<file path="src/rtl/bus_slave_sel_pkg.sv">
// Shared definitions for the bus slave selector: FSM states,
// default geometry/timeout values and the decode range helper.
package bus_slave_sel_pkg;

   localparam int SLAVE_NUM_DEF = 8;
   localparam int ADDR_W_DEF    = 30;
   localparam int SEL_W_DEF     = 3;
   localparam int TIMEOUT_DEF   = 255;
   localparam int CNT_W_DEF     = 8;

   typedef enum logic [1:0] {
      IDLE   = 2'd0,
      ACCESS = 2'd1,
      DONE   = 2'd2,
      ERR    = 2'd3
   } state_t;

   // True when a decoded index maps onto a populated slave.
   function automatic logic idx_ok(input int idx, input int n);
      return idx < n;
   endfunction

endpackage

</file>
<file path="src/rtl/bus_slave_sel_if.sv">
// Master/slave bus bundle of the slave selector.
// master: drives m_as_, m_addr, s_rdy_; slave: drives the rest.
interface bus_slave_sel_if #(
   parameter int SLAVE_NUM = 8,
   parameter int ADDR_W    = 30,
   parameter int SEL_W     = 3
);
   logic                 m_as_;
   logic [ADDR_W-1:0]    m_addr;
   logic [SLAVE_NUM-1:0] s_rdy_;
   logic [SLAVE_NUM-1:0] s_cs_;
   logic                 m_rdy_;
   logic                 m_err;
   logic                 busy;
   logic [SEL_W-1:0]     sel_idx;
   logic [ADDR_W-1:0]    err_addr;

   modport master (
      output m_as_, m_addr, s_rdy_,
      input  s_cs_, m_rdy_, m_err, busy, sel_idx, err_addr
   );

   modport slave (
      input  m_as_, m_addr, s_rdy_,
      output s_cs_, m_rdy_, m_err, busy, sel_idx, err_addr
   );
endinterface

</file>
<file path="src/rtl/bus_tmo_cnt.sv">
// Access timeout counter: clr, en, saturating count, terminal flag.
// Ports: clk, reset_, clr, en in; tc out (count == TIMEOUT-1).
module bus_tmo_cnt #(
   parameter int CNT_W   = 8,
   parameter int TIMEOUT = 255
) (
   input  logic clk,
   input  logic reset_,
   input  logic clr,
   input  logic en,
   output logic tc
);
   logic [CNT_W-1:0] cnt;

   assign tc = (cnt == CNT_W'(TIMEOUT - 1));

   always_ff @(posedge clk or negedge reset_) begin
      if (!reset_) begin
         cnt <= '0;
      end else if (clr) begin
         cnt <= '0;
      end else if (en && (cnt != '1)) begin
         cnt <= cnt + CNT_W'(1);
      end
   end
endmodule

</file>
<file path="src/rtl/bus_slave_sel.sv">
// Address-decoding slave selector with per-access timeout.
// Ports: clk, reset_ (async low), bus (slave modport).
module bus_slave_sel
   import bus_slave_sel_pkg::*;
#(
   parameter int SLAVE_NUM = SLAVE_NUM_DEF,
   parameter int ADDR_W    = ADDR_W_DEF,
   parameter int SEL_W     = SEL_W_DEF,
   parameter int TIMEOUT   = TIMEOUT_DEF,
   parameter int CNT_W     = CNT_W_DEF
) (
   input  logic          clk,
   input  logic          reset_,
   bus_slave_sel_if.slave bus
);
   localparam logic [SLAVE_NUM-1:0] CS_ONE = SLAVE_NUM'(1);

   state_t               state;
   logic [SLAVE_NUM-1:0] cs_q;
   logic                 rdy_q;
   logic                 err_q;
   logic                 busy_q;
   logic [SEL_W-1:0]     sel_q;
   logic [ADDR_W-1:0]    addr_q;
   logic [ADDR_W-1:0]    eaddr_q;

   logic [SEL_W-1:0] dec_idx;
   logic             dec_ok;
   logic             tc;

   assign dec_idx = bus.m_addr[ADDR_W-1 -: SEL_W];
   assign dec_ok  = idx_ok(32'(dec_idx), SLAVE_NUM);

   // Counter only runs inside ACCESS; any other state holds it at zero.
   bus_tmo_cnt #(
      .CNT_W   (CNT_W),
      .TIMEOUT (TIMEOUT)
   ) u_tmo (
      .clk    (clk),
      .reset_ (reset_),
      .clr    (state != ACCESS),
      .en     (state == ACCESS),
      .tc     (tc)
   );

   always_ff @(posedge clk or negedge reset_) begin
      if (!reset_) begin
         state   <= IDLE;
         cs_q    <= '1;
         rdy_q   <= 1'b1;
         err_q   <= 1'b0;
         busy_q  <= 1'b0;
         sel_q   <= '0;
         addr_q  <= '0;
         eaddr_q <= '0;
      end else begin
         case (state)
            IDLE: begin
               if (!bus.m_as_) begin
                  busy_q <= 1'b1;
                  if (dec_ok) begin
                     state  <= ACCESS;
                     cs_q   <= ~(CS_ONE << dec_idx);
                     sel_q  <= dec_idx;
                     addr_q <= bus.m_addr;
                  end else begin
                     state   <= ERR;
                     eaddr_q <= bus.m_addr;
                     rdy_q   <= 1'b0;
                     err_q   <= 1'b1;
                  end
               end
            end
            ACCESS: begin
               // Ready is checked first so it wins over a timeout.
               if (!bus.s_rdy_[sel_q]) begin
                  state <= DONE;
                  cs_q  <= '1;
                  rdy_q <= 1'b0;
               end else if (tc) begin
                  state   <= ERR;
                  cs_q    <= '1;
                  rdy_q   <= 1'b0;
                  err_q   <= 1'b1;
                  eaddr_q <= addr_q;
               end
            end
            DONE, ERR: begin
               state  <= IDLE;
               rdy_q  <= 1'b1;
               err_q  <= 1'b0;
               busy_q <= 1'b0;
            end
            default: begin
               state <= IDLE;
            end
         endcase
      end
   end

   assign bus.s_cs_    = cs_q;
   assign bus.m_rdy_   = rdy_q;
   assign bus.m_err    = err_q;
   assign bus.busy     = busy_q;
   assign bus.sel_idx  = sel_q;
   assign bus.err_addr = eaddr_q;
endmodule

</file>
<file path="src/flat_wrapper.sv">
// flat-port wrapper written by rule: the top's interface ports become plain ports
module bus_slave_sel_flat import bus_slave_sel_pkg::*;
#(
   parameter int SLAVE_NUM = SLAVE_NUM_DEF,
   parameter int ADDR_W    = ADDR_W_DEF,
   parameter int SEL_W     = SEL_W_DEF,
   parameter int TIMEOUT   = TIMEOUT_DEF,
   parameter int CNT_W     = CNT_W_DEF
)
  (clk, reset_, bus_m_as_, bus_m_addr, bus_s_rdy_, bus_s_cs_, bus_m_rdy_, bus_m_err, bus_busy, bus_sel_idx, bus_err_addr);
  bus_slave_sel_if #(.SLAVE_NUM(SLAVE_NUM), .ADDR_W(ADDR_W), .SEL_W(SEL_W)) bus_i ();
  input  logic clk;
  input  logic reset_;
  input wire logic [$bits(bus_i.m_as_)-1:0] bus_m_as_;
  input wire logic [$bits(bus_i.m_addr)-1:0] bus_m_addr;
  input wire logic [$bits(bus_i.s_rdy_)-1:0] bus_s_rdy_;
  output wire logic [$bits(bus_i.s_cs_)-1:0] bus_s_cs_;
  output wire logic [$bits(bus_i.m_rdy_)-1:0] bus_m_rdy_;
  output wire logic [$bits(bus_i.m_err)-1:0] bus_m_err;
  output wire logic [$bits(bus_i.busy)-1:0] bus_busy;
  output wire logic [$bits(bus_i.sel_idx)-1:0] bus_sel_idx;
  output wire logic [$bits(bus_i.err_addr)-1:0] bus_err_addr;
  assign bus_i.m_as_ = bus_m_as_;
  assign bus_i.m_addr = bus_m_addr;
  assign bus_i.s_rdy_ = bus_s_rdy_;
  assign bus_s_cs_ = bus_i.s_cs_;
  assign bus_m_rdy_ = bus_i.m_rdy_;
  assign bus_m_err = bus_i.m_err;
  assign bus_busy = bus_i.busy;
  assign bus_sel_idx = bus_i.sel_idx;
  assign bus_err_addr = bus_i.err_addr;
  bus_slave_sel #(.SLAVE_NUM(SLAVE_NUM), .ADDR_W(ADDR_W), .SEL_W(SEL_W), .TIMEOUT(TIMEOUT), .CNT_W(CNT_W)) u_core (.clk(clk), .reset_(reset_), .bus(bus_i));
endmodule
</file>
<file path="config.mk">
export PLATFORM = sky130hd
export DESIGN_NAME = bus_slave_sel_flat
export DESIGN_NICKNAME = d
export VERILOG_FILES = /design/src/rtl/bus_slave_sel_pkg.sv /design/src/rtl/bus_slave_sel_if.sv /design/src/rtl/bus_tmo_cnt.sv /design/src/rtl/bus_slave_sel.sv /design/src/flat_wrapper.sv
export SDC_FILE = /design/constraint.sdc
export NUM_CORES = 1
export LEC_CHECK = 0
export ABC_AREA = 1
export BUFFER_PORTS_ARGS = -buffer_cell sky130_fd_sc_hd__buf_4
export CORE_MARGIN = 1.5
export CORE_UTILIZATION = 25
export DETAILED_ROUTE_END_ITERATION = 10
export GPL_TIMING_DRIVEN = 0
export PLACE_DENSITY = 0.53
export SLEW_MARGIN = 20
export SYNTH_ARGS = -nofsm -noshare
export SYNTH_HDL_FRONTEND = slang
export SYNTH_HIERARCHICAL = 1
export SYNTH_SLANG_ARGS = --single-unit
</file>
<file path="constraint.sdc">
create_clock -name clk -period 1.45 [get_ports clk]
set_clock_uncertainty 0.1 [all_clocks]
set_input_delay 0 -clock clk [delete_from_list [all_inputs] [get_ports clk]]
set_output_delay 0 -clock clk [all_outputs]
set_load 0.01 [all_outputs]
</file>
* Word level (Yosys, flattened, before mapping) *
Cells that the tools add are included.

cells by class
  multiplexer cells = 20
  $mul = 0
  bitwise logic cells = 3
  divide/modulo/power cells = 0
  reduce and logical (&&, ||, !) cells = 13
  order comparisons = 1
  shifts and indexed selects = 1
  add/sub/neg operators = 1
  equality and inequality tests = 10

operators by type and width
  operator               number
  $mux W8                5
  $pmux W8 S2            1
  $reduce_and A3 Y1      3
  $add A8 B1 Y8 const B  1
  $eq A8 B8 Y1 const B   1
  $ne A8 B8 Y1 const B   1
  $not A8 Y8             1
  $reduce_and A2 Y1      4
  $shl A1 B3 Y8 const A  1
  $mux W1                6
  $mux W2                3
  $ne A2 B1 Y1 const B   3
  $pmux W1 S2            3
  $pmux W2 S3            1
  $reduce_bool A2 Y1     3
  $eq A2 B2 Y1 const B   2
  $lt A3 B4 Y1 const B   1
  $bmux W1 S3            1
  $ne A3 B2 Y1 const B   1
  $eq A2 B1 Y1 const B   1
  $logic_not A2 Y1       1
  $ne A2 B2 Y1 const B   1
  $not A1 Y1             2
  $reduce_or A2 Y1       1
  $logic_and A1 B1 Y1    1

storage, ports and cells
  word-level logic and storage cells = 58
  output and inout port bits = 44
  bits in latches = 0
  memory bits (writable) = 0
  input bits = 41
  ROM bits = 0
  register bits = 84
  memories = 0

* Logic depth before layout (Yosys ltp) *
  depth after elaboration = 4
  gate-level depth with buffers = 9
  mapped depth without buffers = 9

* Cells and area by module *
Netlist, hierarchy kept.

modules (own cells, without submodules)
  module         instances  cells each  area an instance (µm²)  seq. area each (µm²)
  bus_slave_sel  1          325         2965.3                  1838.0
  bus_tmo_cnt    1          75          528.0                   200.2

* Worst setup path before layout *
No wires, ideal clock.

  kind = register -> register
  start point = reg u_core.u_tmo.cnt[4]
  end point = reg u_core.eaddr_q[27], in the netlist u_core/bus.err_addr[27]
  data required time = 1.224 ns
  cell stages (with the launch flop) = 10
  setup slack = -0.075 ns
  library setup time = 0.126 ns
  arrival = 1.299 ns
  path buffers = 1
  path through = dfrtp_1 > nand2_1 > nor2_4 > nand2_1 > nor2_1 > nand2_1 > nand3b_4 > buf_4 > nand2_1 > o21ai_0

between the ends
  cells in the longest elaborated chain, start to end = 2

ends and longest elaborated chain
  element                      RTL line             RTL
  from (decl)                  bus_tmo_cnt.sv:13    logic [CNT_W-1:0] cnt;
  from (signal assigned)       bus_tmo_cnt.sv:23    cnt <= cnt + CNT_W'(1);
  $eq A8 B8 Y1                 bus_tmo_cnt.sv:15    assign tc = (cnt == CNT_W'(TIMEOUT - 1));
  net u_core.tc                bus_slave_sel.sv:29  logic tc;
  $reduce_and A3 Y1 (no line)  n/a
  to (signal assigned)         bus_slave_sel.sv:68  eaddr_q <= bus.m_addr;
  to (signal assigned)         bus_slave_sel.sv:85  eaddr_q <= addr_q;
  to (decl)                    bus_slave_sel.sv:25  logic [ADDR_W-1:0] eaddr_q;

The timed path passes the listed nets, and every way through them passes these cells.
A chain may end at the register's enable or synchronous reset.

* Worst setup path after layout *
  start point = reg u_core.u_tmo.cnt[0]
  end point = reg u_core.eaddr_q[17], in the netlist u_core/bus.err_addr[17]

Same word-level chain as after synthesis.

==> summary.txt <==
Worst setup path
  • CP required: 1.57 ns
  • CP most frequent cell: nand2_2
  • Reg2reg path depth: 9
  • Crit start category: flip-flop
  • Worst Setup End Kind: flip-flop
  • FF-to-FF Start: u_core/u_tmo/cnt[0]$_DFFE_PN0P_
  • CP bufs+invs: 2
  • Reg-to-reg setup timing slack: -0.17 ns
  • R2r endpoint: u_core/bus.err_addr[17]$_DFFE_PN0P_
  • Setup CP Type: flip-flop to flip-flop
  • CP max stage delay: 0.41 ns
  • Crit path DAT: 1.74 ns
  • CP max FO: 5
  • CP delay by family, top: simple AND/OR/NAND/NOR gates
  • Critical-path top delay cell: dfrtp_1
  • CP Cell Sequence: clkinv_2, ha_4, nand2_2, nor2_4, nand2_2, nand3b_4, buf_16, nand2_2, o21ai_1

STA
  • Slew headroom: 0.503
  • Final period util: 1.12
  • Final WS setup: -0.171 ns
  • Fmax: 0.617 GHz
  • Final Hold Fails: 0
  • Worst slew pin tran: 0.745 ns
  • Final min period: 1.62 ns
  • Slew Limit Fails: 0
  • RSZ-0062 raised after global routing: true
  • Final setup viols: 48

Job
  • Max cap viols: 0

Placed design
  • IO buf count: 84
  • Gpl congestion: 0.791
  • Detailed Place HPWL: 5940 um
  • Cell area after placement: 4380 um^2

Global route
  • GRT Util Overall: 0.133
  • Initial antenna violation count: 0
  • Largest net degree at the start of global routing: 82
  • Grt total ovfl: 0
  • Vias in the first global route: 3,151
  • Global-route wire length before repair: 15,100 um

Final layout
  • Share of layout cells above drive strength 1: 0.367
  • Final #Nets: 587
  • Design Area, Final: 5390 um^2
  • P&R area growth vs syn: 54.3%
  • Most frequent cells in the layout: buf_4 (104), nand2_1 (72), dfrtp_1 (69)
  • N_diodes: 0
  • Commonest non-fill, non-tap cell in the layout: buf_4

Hold path
  • Min-delay src: bus_m_as_
  • Hold Crit Class: input port to flip-flop
  • Hold Path Stages: 4
  • Hold Path End: u_core/state[0]$_DFFE_PN0P_

CTS
  • Clk Latency, worst-skew pair: 0.33 ns
  • Root Driver: clkbuf_16
  • Clk sinks: 81
  • H-Tree Depth: 3
  • Worst-path clk slew: 0.06 ns
  • Num CTS Buffers: 9
  • CTS tree: built
  • Clock Path Buffers: 2

Floorplan
  • # IOs: 85
  • Starting Density: 0.254
  • Die W: 121 um
  • Die area: 14,700 um^2
  • Die Ht: 121 um
  • Row count: 43
  • Core area: 13,800 um^2

Pwr
  • Leak: 0.00266 uW
  • Total power: 8680 uW
  • Pwr per Cell Area: 1610 nW/um^2
  • Worst VDD drop: 0.628 mV

Outcome
  • Outcome: finished with violations
  • Failing checks: setup timing

Detailed routing
  • First-pass DRT Iterations: 4
  • Vias per std cell: 4.21
  • Routed via count: 3,062
  • DRC Markers: 0
  • Routed wire length: 9280 um
  • Initial DRC Count: 183
  • Post-route ant nets: 0
  • DR WL/cell: 12.7 um

Logic synthesis
  • Yosys cell types: 26
  • Post-Syn Area per Cell: 8.73 um^2
  • Synthesized cell area: 3490 um^2
  • Synth Instances: 400
  • Synth Register Bits: 81
  • Synth Net Count: 443
  • Post-synthesis sequential area ratio: 0.583
  • Yosys warns: 6
power by group:
group          switching [uW]  internal, uW  total, uW
registers                 332          2950       3290
clock network             862          1540       2410
logic                    1740          1250       2990
cell type report:
type / instances / area [um^2]
Timing Repair Buffer: 132 / 1100
Sequential cell: 81 / 2040
Multi-Input combinational cell: 250 / 1340
Clock inverter: 3 / 65.1
Clock buffer: 12 / 246
Fill cell: 1394 / 8380
Inverter: 55 / 219
Buffer: 15 / 145
Tap cell: 180 / 225
worst register-to-register path, delay by kind of cell, from the launching register on:
kind                       cells  cell delay, ns
DFF                            1            0.41
buffers and inverters          2            0.28
AOI/OAI and AO/OA              1            0.05
and+or+nand+nor                5            0.54
adders and majority gates      1            0.12
synth_stat cells, drive strengths merged:
| cell type | n | area (um^2) |
|---|---|---|
| nand2 | 105 | 417 |
| dfrtp | 72 | 1800 |
| inv | 52 | 195 |
| nor2 | 48 | 190 |
| o21ai | 35 | 175 |
| a21oi | 30 | 150 |
| nand3 | 22 | 125 |
| buf | 9 | 72.6 |
| dfstp | 9 | 236 |
| clkbuf | 6 | 22.5 |
| clkinv | 3 | 16.3 |
| xor2 | 3 | 26.3 |
| ha | 2 | 25.0 |
| nand3b | 2 | 27.5 |
| nand4 | 2 | 12.5 |
metrics by stage:
step           TNS [ns]  setup slack, ns  hold slack [ns]  std cells   util
2_1_floorplan    -0.888          -0.0302           -0.396        400      -
3_3_place_gp     -18.62           -0.337            0.142        664  0.318
3_5_place_dp     -20.23           -0.382            0.155        664  0.318
4_1_cts           -6.06           -0.169           0.0347        720  0.380
5_1_grt          -12.00           -0.271           0.0701        728  0.391
6_report          -6.10           -0.171           0.0345        728  0.391
per-layer routing:
| layer | track usage | up-vias | part of all wire |
|---|---|---|---|
| li1 | - | 1536 | - |
| met1 | 0.173 | 1447 | 0.46 |
| met2 | 0.214 | 66 | 0.48 |
| met3 | 0.0221 | 13 | 0.040 |
| met4 | 0.0684 | 0 | 0.022 |
| met5 | 0 | - | 0 |
cell families (layout without fill, tap and decap cells):
logic type	after synthesis	in the layout	share of synthesized area
adders and majority gates	2	2	0.00716
and+or+nand+nor	179	180	0.221
DFF	81	81	0.583
buffers and inverters	70	217	0.0877
xor gates and xnor gates	3	3	0.00752
AOI/OAI and AO/OA	65	65	0.0931
worst max-delay path by stage:
stage                                          startpoint                                  end  cells past startpoint
final                     u_core/u_tmo/cnt[0]$_DFFE_PN0P_  u_core/bus.err_addr[17]$_DFFE_PN0P_                      9
after CTS                 u_core/u_tmo/cnt[7]$_DFFE_PN0P_  u_core/bus.err_addr[16]$_DFFE_PN0P_                      9
after global routing      u_core/u_tmo/cnt[6]$_DFFE_PN0P_   u_core/bus.err_addr[6]$_DFFE_PN0P_                      8
after floorplan           u_core/u_tmo/cnt[4]$_DFFE_PN0P_  u_core/bus.err_addr[28]$_DFFE_PN0P_                      9
after global placement        u_core/state[1]$_DFFE_PN0P_        u_core/addr_q[13]$_DFFE_PN0P_                      5
after detailed placement      u_core/state[1]$_DFFE_PN0P_        u_core/addr_q[13]$_DFFE_PN0P_                      5
flip-flops by register name (all words and copies together) (netlist names):
register	cells
u_core/bus.s_cs_	8
u_core/bus.m_rdy_	1
u_core/u_tmo/cnt	8
u_core/bus.m_err	1
u_core/bus.err_addr	30
u_core/bus.busy	1
u_core/bus.sel_idx	3
u_core/state	2
u_core/addr_q	27
what timing repair did:
action | CTS | global route
hold buffers | 31 | 0
endpoints found under the setup margin | 77 | 79
pin swaps | 4 | 1
hold endpoints to repair | 110 | 0
setup buffers | 6 | 8
gates resized for setup | 41 | 38
cloned | 4 | 0
(Power assumes the default switching activity.)
